File: config.mk
export PLATFORM = sky130hd
export DESIGN_NAME = uart_tx_arbiter
export DESIGN_NICKNAME = d
export VERILOG_FILES = /design/src/rtl/uart_tx_arbiter.sv
export SDC_FILE = /design/constraint.sdc
export NUM_CORES = 1
export LEC_CHECK = 0
export CAP_MARGIN = 15
export CORE_ASPECT_RATIO = 0.75
export CORE_MARGIN = 2
export CORE_UTILIZATION = 40
export DETAILED_ROUTE_END_ITERATION = 10
export GPL_ROUTABILITY_DRIVEN = 0
export PLACE_DENSITY = 0.85
export SYNTH_ARGS = -nofsm -noshare
export SYNTH_HDL_FRONTEND = slang
export SYNTH_SLANG_ARGS = --single-unit
export TNS_END_PERCENT = 50
File: constraint.sdc
create_clock -name clk -period 2.7 [get_ports clk]
set_input_delay 0.54 -clock clk [delete_from_list [all_inputs] [get_ports clk]]
set_output_delay 0.54 -clock clk [all_outputs]
set_load 0.1 [all_outputs]
File: src/rtl/uart_tx_arbiter.sv
// -----------------------------------------------------------------------------
// uart_tx_arbiter
//
// Purpose:
//   Shares the single UART transmit path (TX FIFO write port) between N_REQ
//   byte-stream requesters. Arbitration is round-robin and message granular:
//   once granted, a requester keeps the FIFO until it writes the last byte of
//   its message, hits the per-grant burst limit, or withdraws its request.
//
// State table:
//   state   | meaning
//   --------+--------------------------------------------------------------
//   IDLE    | no owner; pick next requester starting at rr_ptr (with wrap)
//   XFER    | grant held; owner byte written whenever FIFO has room
//
// Ports:
//   clk         in   system clock
//   reset_n     in   asynchronous active-low reset
//   req         in   [N_REQ]    requester i has a valid byte on its lane
//   req_data    in   [8*N_REQ]  byte of requester i on bits [8i+7:8i]
//   req_last    in   [N_REQ]    current byte of requester i ends its message
//   req_ack     out  [N_REQ]    pulse: requester i's byte written this cycle
//   fifo_full   in   TX FIFO full flag
//   fifo_wr_en  out  TX FIFO write strobe
//   fifo_data   out  [8]        TX FIFO write data
//   grant       out  [N_REQ]    one-hot current owner, zero when idle
//   busy        out  high while a grant is held
//
// Parameters:
//   N_REQ      number of requesters (2..8)
//   MAX_BURST  bytes written per grant before forced rotation (1..255)
// -----------------------------------------------------------------------------
module uart_tx_arbiter #(
  parameter int N_REQ     = 4,
  parameter int MAX_BURST = 16
) (
  input  logic                 clk,
  input  logic                 reset_n,
  input  logic [N_REQ-1:0]     req,
  input  logic [8*N_REQ-1:0]   req_data,
  input  logic [N_REQ-1:0]     req_last,
  output logic [N_REQ-1:0]     req_ack,
  input  logic                 fifo_full,
  output logic                 fifo_wr_en,
  output logic [7:0]           fifo_data,
  output logic [N_REQ-1:0]     grant,
  output logic                 busy
);

  localparam int          PTR_W       = (N_REQ > 1) ? $clog2(N_REQ) : 1;
  localparam logic [7:0]  MAX_BURST_C = 8'(MAX_BURST);

  typedef enum logic [0:0] {
    ST_IDLE = 1'b0,
    ST_XFER = 1'b1
  } state_e;

  state_e             state_q, state_d;
  logic [N_REQ-1:0]   grant_q, grant_d;
  logic [PTR_W-1:0]   rr_ptr_q, rr_ptr_d;
  logic [7:0]         burst_cnt_q, burst_cnt_d;

  // Owner decode from the registered one-hot grant.
  logic [PTR_W-1:0]   owner_idx;
  logic               owner_req;
  logic               owner_last;
  logic [7:0]         owner_data;

  // Round-robin pick.
  logic               pick_found;
  logic [PTR_W-1:0]   pick_idx;

  logic               wr;
  logic [7:0]         burst_inc;

  always_comb begin
    owner_idx  = '0;
    owner_data = 8'h00;
    for (int i = 0; i < N_REQ; i++) begin
      if (grant_q[i]) begin
        owner_idx  = PTR_W'(i);
        owner_data = req_data[8*i +: 8];
      end
    end
    owner_req  = |(req & grant_q);
    owner_last = |(req_last & grant_q);
  end

  // Two passes give "first set bit at or above rr_ptr, else first set bit
  // overall", which is the wrap-around scan without modulo arithmetic.
  always_comb begin
    pick_found = 1'b0;
    pick_idx   = '0;
    for (int i = 0; i < N_REQ; i++) begin
      if (!pick_found && req[i] && (PTR_W'(i) >= rr_ptr_q)) begin
        pick_found = 1'b1;
        pick_idx   = PTR_W'(i);
      end
    end
    for (int i = 0; i < N_REQ; i++) begin
      if (!pick_found && req[i]) begin
        pick_found = 1'b1;
        pick_idx   = PTR_W'(i);
      end
    end
  end

  assign burst_inc = burst_cnt_q + 8'd1;

  always_comb begin
    state_d     = state_q;
    grant_d     = grant_q;
    rr_ptr_d    = rr_ptr_q;
    burst_cnt_d = burst_cnt_q;
    wr          = 1'b0;

    case (state_q)
      ST_IDLE: begin
        if (pick_found) begin
          grant_d     = N_REQ'(1) << pick_idx;
          burst_cnt_d = 8'd0;
          state_d     = ST_XFER;
        end
      end

      ST_XFER: begin
        if (!owner_req) begin
          // Owner withdrew: give up the FIFO, nothing written this cycle.
          state_d     = ST_IDLE;
          grant_d     = '0;
          burst_cnt_d = 8'd0;
          rr_ptr_d    = (owner_idx == PTR_W'(N_REQ - 1)) ? '0 : owner_idx + PTR_W'(1);
        end else if (!fifo_full) begin
          wr          = 1'b1;
          burst_cnt_d = burst_inc;
          if (owner_last || (burst_inc == MAX_BURST_C)) begin
            state_d     = ST_IDLE;
            grant_d     = '0;
            burst_cnt_d = 8'd0;
            rr_ptr_d    = (owner_idx == PTR_W'(N_REQ - 1)) ? '0 : owner_idx + PTR_W'(1);
          end
        end
        // fifo_full with the owner still requesting: hold everything.
      end

      default: begin
        state_d     = ST_IDLE;
        grant_d     = '0;
        burst_cnt_d = 8'd0;
      end
    endcase
  end

  always_ff @(posedge clk or negedge reset_n) begin
    if (!reset_n) begin
      state_q     <= ST_IDLE;
      grant_q     <= '0;
      rr_ptr_q    <= '0;
      burst_cnt_q <= 8'd0;
    end else begin
      state_q     <= state_d;
      grant_q     <= grant_d;
      rr_ptr_q    <= rr_ptr_d;
      burst_cnt_q <= burst_cnt_d;
    end
  end

  // Data and ack are gated by the write so the FIFO bus stays quiet
  // whenever no byte is being accepted.
  assign fifo_wr_en = wr;
  assign fifo_data  = wr ? owner_data : 8'h00;
  assign req_ack    = wr ? grant_q : '0;
  assign grant      = grant_q;
  assign busy       = (state_q == ST_XFER);

endmodule

Yosys cells after proc, flatten, opt, wreduce, memory -nomap -nowiden
Index checks and enable logic that the tools add are counted.
{ "totals": {"ff_bits": 15, "inputBits": 43, "wordCells": 91} }
{ "classes": {"n_addsub": 2, "n_lt_le_gt_ge": 4, "eq_ne": 7, "n_shift": 1, "mux": 46, "n_bitwise": 3, "n_reduce_logical": 24} }
{ "ops": {"columns": ["operator", "n"], "rows": [
  ["$mux 8", 9],
  ["$mux 2", 12],
  ["$mux 4", 5],
  ["$mux 1", 17],
  ["$pmux 8 s2", 1],
  ["$logic_and 1x1->1", 11],
  ["$add 8x1->8 const B", 1],
  ["$and 4x4->4", 2],
  ["$eq 8x5->1 const B", 1],
  ["$pmux 4 s2", 1],
  ["$reduce_or 4->1", 2],
  ["$logic_not 1->1", 7],
  ["$reduce_and 3->1", 2],
  ["$ge 1x2->1 const A", 2],
  ["$ge 2x2->1 const A", 2],
  ["$ne 2x2->1 const B", 2],
  ["$shl 1x2->4 const A", 1],
  ["$ne 3x2->1 const B", 1],
  ["$ne 3x3->1 const B", 1],
  ["$add 2x1->2 const B", 1],
  ["$eq 2x2->1 const B", 1],
  ["$ne 2x1->1 const B", 1],
  ["$pmux 1 s2", 1],
  ["$reduce_and 2->1", 1],
  ["2 further kinds", 2]
]} }

Longest topological paths before layout
Gate-level depths: netlist of the first run.
{ "logic_depth": {"word_depth": 30, "mapped_depth": 7, "ltp_nobuf": 6} }

Worst setup path before layout of the first run
Ideal clock, no wire load.
{ "synth_timing": {"kind": "register to output", "startpoint": "reg grant_q[0] (netlist: grant[0])", "endpoint": "out req_ack[0]", "arrival_ns": 3.426, "slack_ns": -1.266, "stages_incl_launch_ff": 8, "n_path_buf": 1, "path_cell_list": "dfrtp_1 > a22oi_1 > nand2_2 > nand2_1 > or2_2 > clkbuf_1 > inv_1 > and2_1"} }
{ "synth_via": {"elab_chain_cells": 5} }
{ "synth_rtl": {"columns": ["element", "line_no", "text"], "rows": [
  ["from (decl)", "59", "logic [N_REQ-1:0] grant_q, grant_d;"],
  ["from (signal assigned)", "162", "grant_q <= grant_d;"],
  ["$and 4x4->4", "85", "owner_req = |(req & grant_q);"],
  ["$reduce_or 4->1", "85", null],
  ["$mux 1", "127", "if (!owner_req) begin"],
  ["$mux 1", "117", "case (state_q)"],
  ["named net fifo_wr_en", "44", "output logic fifo_wr_en,"],
  ["$mux 4", "172", "assign req_ack = wr ? grant_q : '0;"],
  ["to (decl)", "42", "output logic [N_REQ-1:0] req_ack,"]
]} }
The timed path passes the listed nets, and every way through them passes these cells.

Final worst setup path of the first run
{ "layout_timing": {"startpoint": "in req[1]", "endpoint": "out fifo_data[6]"} }
{ "layout_via": {"elab_chain_cells": 5} }
{ "layout_rtl": {"columns": ["element", "line_no", "text"], "rows": [
  ["from (decl)", "39", "input logic [N_REQ-1:0] req,"],
  ["$and 4x4->4", "85", null],
  ["$reduce_or 4->1", "85", null],
  ["$mux 1", "127", null],
  ["$mux 1", "117", null],
  ["$mux 8", "171", "assign fifo_data = wr ? owner_data : 8'h00;"],
  ["to (decl)", "45", "output logic [7:0] fifo_data,"]
]} }
Every way passes these cells.

==> results of run 1 <==
-- stage by stage --
stage	util, %	power, W	TNS (ns)	std cells
after floorplan	-	0.00135	-0.193	151
after detailed placement	70.4	0.00171	-0.346	245
after global routing	73.2	0.00203	0	251
final	73.2	0.00194	0	251
after CTS	72.9	0.00191	0	251
after global placement	70.4	0.00166	-0.0561	245
-- worst max path at each step --
stage | end | slack, ns | startpoint
3_3_place_gp | req_ack[0] | -0.02 | req[3]
3_5_place_dp | req_ack[3] | -0.12 | req[3]
2_1_floorplan | req_ack[0] | -0.04 | grant[0]
5_1_grt | fifo_data[7] | 0.01 | req[1]
6_report | fifo_data[6] | 0.08 | req[1]
4_1_cts | fifo_data[7] | 0.05 | req[2]
-- sequential cells by signal, indices dropped and copies added (netlist names) --
signal and count:
rr_ptr_q 2, grant 4, busy 1, burst_cnt_q 8
-- cell families after synthesis --
family                   Yosys count  synth area share [%]
AND/OR/NAND/NOR                   65                  27.0
AO/OA/AOI/OAI                     53                  32.8
adder cells (fa/ha/maj)            1                  1.04
flip-flops                        15                  31.1
buffers and inverters             14                  5.08
multiplexers                       3                  2.90
-- cell usage in the layout, fill, tap and decap left out, drive strengths merged, types with 2 or more instances in the layout --
cell type      instances
o21ai                  7
nor2                  21
clkinv                 2
clkdlybuf4s50         40
nor3                   8
buf                   24
a31oi                  3
a221oi                 9
o211ai                 2
nor2b                  5
inv                    4
a22oi                  3
a22o                   6
dfrtp                 15
mux2i                  2
or4                    5
nand2                 15
and2                   4
clkbuf                 3
a21oi                 11
o21bai                 3
-- worst register-to-register path, stage by stage, from the launching register on --
cell,delay [ns]
dfrtp_4,0.59
a22o_1,0.26
a2111o_1,0.54
or4_1,0.55
o221ai_1,0.19
-- power by group --
| group | switching (W) | internal (W) | total [W] |
|---|---|---|---|
| combinational | 0.000832 | 0.000470 | 0.00130 |
| sequential | 0.000156 | 0.000294 | 0.000450 |
| clock | 0.0000814 | 0.000102 | 0.000184 |
| total | 0.00107 | 0.000867 | 0.00194 |
-- cell type report --
class	instances	area, um^2	area share [%]
multi-input combinational	122	843	39.6
timing repair buffer	66	777	36.4
sequential	15	392	18.4
tap	38	47.5	2.23
clock buffer	3	41.3	1.94
inverter	6	26.3	1.23
clock inverter	1	5.00	0.235
-- per-layer routing --
| metal | up-vias | track usage (%) |
|---|---|---|
| met5 | - | 0 |
| met4 | 0 | 7.14 |
| met3 | 6 | 5.19 |
| met2 | 40 | 44.9 |
| met1 | 765 | 35.5 |
| li1 | 695 | - |
-- what timing repair did --
action                                  CTS  global route
endpoints found under the setup margin    3            10
gates cloned                              0             0
resized for setup                         1             2
buffers inserted                          2             0
pin swaps                                 1             0
==> flow_summary.json, run 1 <==
{
  "slew_at_the_pin_with_the_worst_max_slew_slack_ns": 0.694,
  "count_of_max_cap_constraint_violations": 0,
  "cts_buffer_count": 3,
  "postLayoutSetupSlackWorst_ns": 0.0822,
  "worst_setup_timing_slack_at_the_placement_stage_ns": -0.117,
  "first_global_vias": 1417,
  "final_max_slew_viol_count": 0,
  "cts_tree": "done",
  "synth_top_cells_by_count": "nor2_1 (21), dfrtp_1 (15), nand2_1 (14)",
  "worst_skew_pair.late_latency_ns": 0.25,
  "design.die.area_um2": 3480,
  "p_leak_nw": 0.824,
  "path_class": "in2out",
  "aggregate_routed_wire_length_um": 4590,
  "crit_required_ns": 2.16,
  "critical-path-slowest-cell": "clkdlybuf4s50_1",
  "post_synth.cell_area_avg_um2": 8.00,
  "drtIter0Drc": 77,
  "crit_buf_inv": 3,
  "unrepaired_setup_endpoints_after_global_routing": "no",
  "critPathTopFamily": "buffers and inverters",
  "cell_area_after_placement_um2": 2050,
  "syn_area_um2": 1210,
  "grt_first_pass_wirelength_um": 6820,
  "floorplan.initialDensity_pct": 41.4,
  "initial_antenna_violation_count": 0,
  "cp-start-kind": "input pin",
  "n_fill_cell": 192,
  "peakVddDrop_mv": 0.506,
  "destination_of_the_worst_register_to_register_timing_path": "burst_cnt_q[7]",
  "syn_inst": 151,
  "worstPathMaxFanout": 7,
  "route.layer.met1.wl_um": 2000,
  "cts_hold_buf": 0,
  "r2r_setup_slack_ns": 0.48,
  "insertedDiodeCount": 0,
  "synthTopCellsByArea": "dfrtp_1 (31%), a221oi_1 (6.5%), nor2_1 (6.5%)",
  "vias_per_cell": 6.00,
  "clock_skews_ns": 0.00712,
  "synth-edff-count": 0,
  "timing.critical_path.depth": 8,
  "timing.final.crit_period_ns": 2.62,
  "hold_violations": 0,
  "syn-num-nets": 195,
  "timing.hold.ws_ns": 0.524,
  "crit_arrival_ns": 2.08,
  "hpwlAfterDp_um": 3450,
  "cts.sink_count": 15,
  "critical_path_cell_sequence": "clkdlybuf4s50_1 -> a22oi_2 -> nand2_2 -> nand2_1 -> or2_4 -> buf_12 -> nor2_2 -> buf_12",
  "peak_freq_mhz": 382,
  "setup-violations-final": 0,
  "r2r_cells": 4,
  "crit_path_end_kind": "output port",
  "async_reset_ff_share_pct": 100,
  "min-delay-start": "burst_cnt_q[0]",
  "synth_area_leader_cell": "dfrtp_1",
  "dr_wl_met3_um": 131,
  "netlist-cell-type-count": 43,
  "synth.top_cell.area_share_pct": 31.1,
  "power_density_nw_per_um2": 908,
  "detail_route.drc_violations": 0,
  "design.core.area_um2": 2910,
  "status": "completed",
  "synth.ff_latch_count": 15,
  "hold_path_depth": 1,
  "synth_sequential_area_ratio_pct": 31.1,
  "slowest_delay_ns": 0.51,
  "dominantRegCellSynth": "dfrtp_1",
  "highest_layer": "met4",
  "drt_pre_antenna_iters": 4,
  "post_drt_wl_per_cell_um": 18.3,
  "drt.antenna.violating_nets": 0,
  "classification_of_the_worst_slack_hold_path": "reg2reg",
  "vias": 1506,
  "gr-total-overflow": 0,
  "cp_common_cell": "buf_12",
  "floorplan.die.height_um": 51.6,
  "fp.dieW_um": 67.4,
  "wl_met2_um": 2410,
  "warnings_synthesis": 0,
  "ctsLongestPathBuffers": 2,
  "max_slew_margin_pct": 53.6,
  "stdcell_area_um2": 2130,
  "r2r-start": "grant[3]",
  "flow.area_growth_from_synthesis_pct": 76.6,
  "std_cell_rows": 17,
  "design.final.nets": 258,
  "htree_levels": 1,
  "design.portCount": 61,
  "final_layout_size_suffix_gt1_share_pct": 27.2,
  "yosysMostFrequentCell": "nor2_1",
  "cts_clk_pin_slew_worst_paths_ns": 0.07,
  "number_of_port_buffers": 60,
  "min_to": "burst_cnt_q[0]",
  "groute.usage.overall_pct": 26.8,
  "cts-root-buf": "clkbuf_8",
  "post-route-period-util_pct": 97.0,
  "maximum_number_of_pins_on_one_net_before_global_route_repair": 24
}
(Power assumes the default switching activity.)
==> inputs of run 2 (changes only) <==
RECOVER_POWER = 100   (was unset)
==> run 2 against run 1 <==
  * Non-clock buffer count is the same
  * Combinational power shrank 7%
  * Count of clock-buffer cells in the layout is the same
  * Clock skew shrank 0.0033 ns
  * Die area is the same
==> flow_summary.json, run 2 (same netlist as run 1, synthesis figures left out) <==
{
  "cts.sink_count": 15,
  "hold_path_depth": 1,
  "insertedDiodeCount": 0,
  "vias": 1498,
  "number_of_flip_flops_under_the_largest_register_name": 8,
  "crit_path_end_kind": "output port",
  "drt.antenna.violating_nets": 0,
  "postLayoutSetupSlackWorst_ns": 0.0717,
  "cts_tree": "done",
  "max_slew_margin_pct": 22.9,
  "htree_levels": 1,
  "cp-start-kind": "input pin",
  "peak_freq_mhz": 380,
  "peakVddDrop_mv": 0.493,
  "maximum_number_of_pins_on_one_net_before_global_route_repair": 24,
  "hold_violations": 0,
  "crit_arrival_ns": 2.09,
  "critical_path_cell_sequence": "clkdlybuf4s50_1 -> a22oi_2 -> nand2_2 -> nand2_1 -> or2_4 -> buf_12 -> nor2_2 -> buf_6",
  "std_cell_rows": 17,
  "gr-total-overflow": 0,
  "clock_skews_ns": 0.00384,
  "cts_hold_buf": 0,
  "layout.cells.most_common_list": "clkdlybuf4s50_1 (39), nand2_1 (14), nor2_1 (12)",
  "final_layout_size_suffix_gt1_share_pct": 23.0,
  "fp.dieW_um": 67.4,
  "path_class": "in2out",
  "flow.area_growth_from_synthesis_pct": 63.8,
  "setup-violations-final": 0,
  "vias_per_cell": 5.97,
  "r2r_cells": 6,
  "worst_skew_pair.late_latency_ns": 0.24,
  "power_density_nw_per_um2": 927,
  "post-route-period-util_pct": 97.3,
  "design.final.nets": 258,
  "min-delay-start": "burst_cnt_q[0]",
  "floorplan.initialDensity_pct": 41.4,
  "final_max_slew_viol_count": 0,
  "post_route_total_power_w": 0.00183,
  "design.portCount": 61,
  "grt_first_pass_wirelength_um": 6820,
  "r2r-start": "burst_cnt_q[0]",
  "number_of_port_buffers": 60,
  "cts_clk_pin_slew_worst_paths_ns": 0.06,
  "design.core.area_um2": 2910,
  "count_of_max_cap_constraint_violations": 0,
  "min_to": "burst_cnt_q[0]",
  "unrepaired_setup_endpoints_after_global_routing": "no",
  "mostFrequentLayoutCell": "clkdlybuf4s50_1",
  "classification_of_the_worst_slack_hold_path": "reg2reg",
  "crit_required_ns": 2.16,
  "slowest_delay_ns": 0.51,
  "post_drt_wl_per_cell_um": 18.4,
  "worstPathMaxFanout": 7,
  "first_global_vias": 1417,
  "timing.final.crit_period_ns": 2.63,
  "slew_at_the_pin_with_the_worst_max_slew_slack_ns": 1.16,
  "drt_pre_antenna_iters": 4,
  "r2r_setup_slack_ns": 0.25,
  "critical-path-slowest-cell": "clkdlybuf4s50_1",
  "detail_route.drc_violations": 0,
  "ctsLongestPathBuffers": 2,
  "cts_buffer_count": 3,
  "destination_of_the_worst_register_to_register_timing_path": "rr_ptr_q[0]",
  "design.die.area_um2": 3480,
  "status": "completed",
  "drtIter0Drc": 114,
  "p_leak_nw": 0.769,
  "cts-root-buf": "clkbuf_8",
  "aggregate_routed_wire_length_um": 4620,
  "groute.usage.overall_pct": 26.8,
  "floorplan.die.height_um": 51.6,
  "initial_antenna_violation_count": 0,
  "top_register": "burst_cnt_q",
  "worst_setup_timing_slack_at_the_placement_stage_ns": -0.117,
  "hpwlAfterDp_um": 3450,
  "n_fill_cell": 228
}
run 2: cell types whose count changed in the layout (fill, tap and decap cells not counted), sizes merged:
cell	before	now
clkbuf	3	10
clkdlybuf4s50	40	39
buf	24	17
dlygate4sd3	0	1
run 2: layout make-up:
type / count / area [um^2] / area share, %
Tap cell: 38 / 47.5 / 2.40
Sequential cell: 15 / 392 / 19.8
Timing Repair Buffer: 66 / 646 / 32.6
Clock buffer: 3 / 41.3 / 2.09
Inverter: 6 / 26.3 / 1.33
Multi-Input combinational cell: 122 / 821 / 41.5
Clock inverter: 1 / 5.00 / 0.253
run 2: worst max path at each step:
stage              from      endpoint  slack, ns
3_3_place_gp     req[3]    req_ack[0]      -0.02
4_1_cts          req[2]  fifo_data[7]       0.05
3_5_place_dp     req[3]    req_ack[3]      -0.12
2_1_floorplan  grant[0]    req_ack[0]      -0.04
5_1_grt          req[1]  fifo_data[7]       0.01
6_report         req[0]  fifo_data[6]       0.07
run 2: power breakdown:
| part | internal [W] | leakage (nW) | switching (W) | total, W |
|---|---|---|---|---|
| registers | 0.000294 | 0.192 | 0.000154 | 0.000448 |
| clock network | 0.000102 | 0.0255 | 0.0000769 | 0.000179 |
| logic | 0.000393 | 0.551 | 0.000814 | 0.00121 |
| total | 0.000789 | 0.769 | 0.00104 | 0.00183 |
run 2: through the flow:
stage	TNS (ns)	area, um^2	instances	utilization, %	hold WS [ns]
finish	0	1980	251	67.9	0.524
global route	0	1980	251	67.9	0.557
CTS	0	2120	251	72.9	0.525
detailed placement	-0.346	2050	245	70.4	0.513
global placement	-0.0561	2050	245	70.4	0.500
floorplan	-0.193	1320	151	-	0.244
run 2: routing by layer:
layer / vias up / part of all wire [%] / GRT usage, %
li1: 695 / - / -
met1: 758 / 43 / 35.5
met2: 39 / 52 / 44.9
met3: 6 / 3.3 / 5.19
met4: 0 / 1.2 / 7.14
met5: - / 0 / 0
run 2: repair_timing:
| action | CTS | global route |
|---|---|---|
| setup endpoints to repair | 3 | 10 |
| hold endpoints to repair | 0 | 0 |
| buffers inserted | 2 | 0 |
| pin swaps | 1 | 0 |
| resized for setup | 1 | 2 |
run 2: worst max-delay path, delay by kind of cell:
| kind | cells | cell delay, ns |
|---|---|---|
| and+or+nand+nor | 4 | 0.54 |
| AOI/OAI and AO/OA | 1 | 0.10 |
| buffers and inverters | 3 | 0.90 |
==> inputs of run 3 (changes only) <==
CORE_MARGIN = unset   (was 2)
==> run 3 against run 2 <==
  * Maximum frequency is 0.49% lower
  * Register-to-register slack better by 0.06 ns
  * Cell area is 2.4% higher
  * Critical path depth stayed put
  * Global-route usage is 3.0 points higher
  * Count of clock-buffer cells in the layout is 1 higher
  * Utilization is 6.0 points higher
  * Via count is 2.2% lower
  * Clock power hardly changed
  * Die area is 6.7% lower
  * Clock skew is 0.0020 ns lower
  * Sequential power is 2% lower
  * Largest power group unchanged
==> flow_summary.json, run 3 (same netlist as run 1, synthesis figures left out) <==
{
  "status": "completed",
  "design.portCount": 61,
  "slew_at_the_pin_with_the_worst_max_slew_slack_ns": 1.17,
  "drt.antenna.violating_nets": 0,
  "mostFrequentLayoutCell": "clkdlybuf4s50_1",
  "p_leak_nw": 0.786,
  "worstPathMaxFanout": 7,
  "critPathTopFamily": "buffers and inverters",
  "n_fill_cell": 197,
  "cts_buffer_count": 3,
  "detail_route.drc_violations": 0,
  "slowest_delay_ns": 0.50,
  "crit_required_ns": 2.16,
  "post_route_total_power_w": 0.00186,
  "htree_levels": 1,
  "r2r_setup_slack_ns": 0.31,
  "critical-path-slowest-cell": "clkdlybuf4s50_1",
  "r2r-start": "burst_cnt_q[0]",
  "gr-total-overflow": 0,
  "drtIter0Drc": 122,
  "fp.dieW_um": 65.4,
  "cts_tree": "done",
  "timing.setup.tns_ns": 0,
  "clock_skews_ns": 0.00189,
  "insertedDiodeCount": 0,
  "cts_hold_buf": 0,
  "ctsLongestPathBuffers": 2,
  "crit_arrival_ns": 2.10,
  "number_of_port_buffers": 60,
  "flow.area_growth_from_synthesis_pct": 67.8,
  "cp-start-kind": "input pin",
  "setup-violations-final": 0,
  "hold_violations": 0,
  "post_drt_wl_per_cell_um": 18.2,
  "design.final.nets": 260,
  "count_of_max_cap_constraint_violations": 0,
  "final_max_slew_viol_count": 0,
  "design.core.area_um2": 2740,
  "path_class": "in2out",
  "number_of_flip_flops_under_the_largest_register_name": 8,
  "vias_per_cell": 5.84,
  "initial_antenna_violation_count": 0,
  "classification_of_the_worst_slack_hold_path": "reg2reg",
  "crit_buf_inv": 3,
  "multi_input_gate_area_in_the_final_layout_um2": 812,
  "max_slew_margin_pct": 22.6,
  "hpwlAfterDp_um": 3540,
  "unrepaired_setup_endpoints_after_global_routing": "no",
  "layout.cells.most_common_list": "clkdlybuf4s50_1 (39), nand2_1 (14), nor2_1 (13)",
  "grt_first_pass_wirelength_um": 7300,
  "std_cell_rows": 16,
  "first_global_vias": 1438,
  "startpoint": "req[3]",
  "timing.final.crit_period_ns": 2.64,
  "min-delay-start": "burst_cnt_q[1]",
  "vias": 1465,
  "drt_pre_antenna_iters": 4,
  "utilization_after_layout_pct": 73.9,
  "cts.sink_count": 15,
  "peak_freq_mhz": 379,
  "groute.usage.overall_pct": 29.9,
  "design.die.area_um2": 3240,
  "aggregate_routed_wire_length_um": 4560,
  "floorplan.die.height_um": 49.6,
  "cts-root-buf": "clkbuf_8",
  "critical_path_cell_sequence": "clkdlybuf4s50_1 -> a22oi_2 -> nand2_2 -> nand2_1 -> or2_4 -> buf_12 -> nor2_4 -> buf_8",
  "final_layout_size_suffix_gt1_share_pct": 22.8,
  "floorplan.initialDensity_pct": 44.0,
  "peakVddDrop_mv": 0.580,
  "seqCellArea_um2": 392,
  "crit_path_end_kind": "output port",
  "post-route-period-util_pct": 97.8,
  "cts_clk_pin_slew_worst_paths_ns": 0.06,
  "worst_skew_pair.late_latency_ns": 0.25,
  "maximum_number_of_pins_on_one_net_before_global_route_repair": 24,
  "top_register": "burst_cnt_q",
  "power_density_nw_per_um2": 916
}
==> run 3: cell types whose count changed in the layout (fill, tap and decap cells not counted), moves of 3 or more <==
cell and delta:
buf_12 +5, buf_4 +4, buf_6 -11, buf_8 +3
==> run 3: report_power, final <==
part           switching [W]  internal (W)
sequential          0.000145      0.000294
combinational       0.000822      0.000411
clock              0.0000776      0.000105
total                0.00104      0.000810
==> run 3: final cells by class <==
| type | count | share of cell area, % |
|---|---|---|
| Multi-Input combinational cell | 122 | 40.1 |
| Clock buffer | 4 | 2.22 |
| Inverter | 6 | 1.30 |
| Sequential cell | 15 | 19.3 |
| Timing Repair Buffer | 68 | 34.8 |
| Tap cell | 36 | 2.22 |
==> run 3: final timing paths <==
check | to | cells after the start
max | fifo_data[3] | 8
min | burst_cnt_q[1] | 1
max reg2reg | rr_ptr_q[0] | 6
min reg2reg | burst_cnt_q[1] | 1
max in group asynchronous | grant[0] | 1
min in group asynchronous | burst_cnt_q[3] | 1
==> run 3: stage by stage <==
step / hold slack, ns / std cells / cell area (um^2) / setup WS, ns
final: 0.531 / 251 / 2030 / 0.0586
after global routing: 0.554 / 251 / 2030 / 0.00760
after CTS: 0.534 / 251 / 2140 / 0.0390
after detailed placement: 0.516 / 246 / 2070 / -0.00875
after global placement: 0.503 / 246 / 2070 / 0.0378
after floorplan: 0.244 / 151 / 1320 / -0.0400
==> run 3: layer usage <==
metal,GRT usage (%),part of all wire [%]
met2,48.5,51
met3,6.71,3.5
met4,6.52,2.1
met1,40.3,44
met5,0,0
==> run 3: what timing repair did <==
item	4_1_cts	5_1_grt
gates cloned	0	0
buffers inserted	1	0
setup endpoints to repair	3	7
gates resized for setup	0	1
pin swaps	1	0
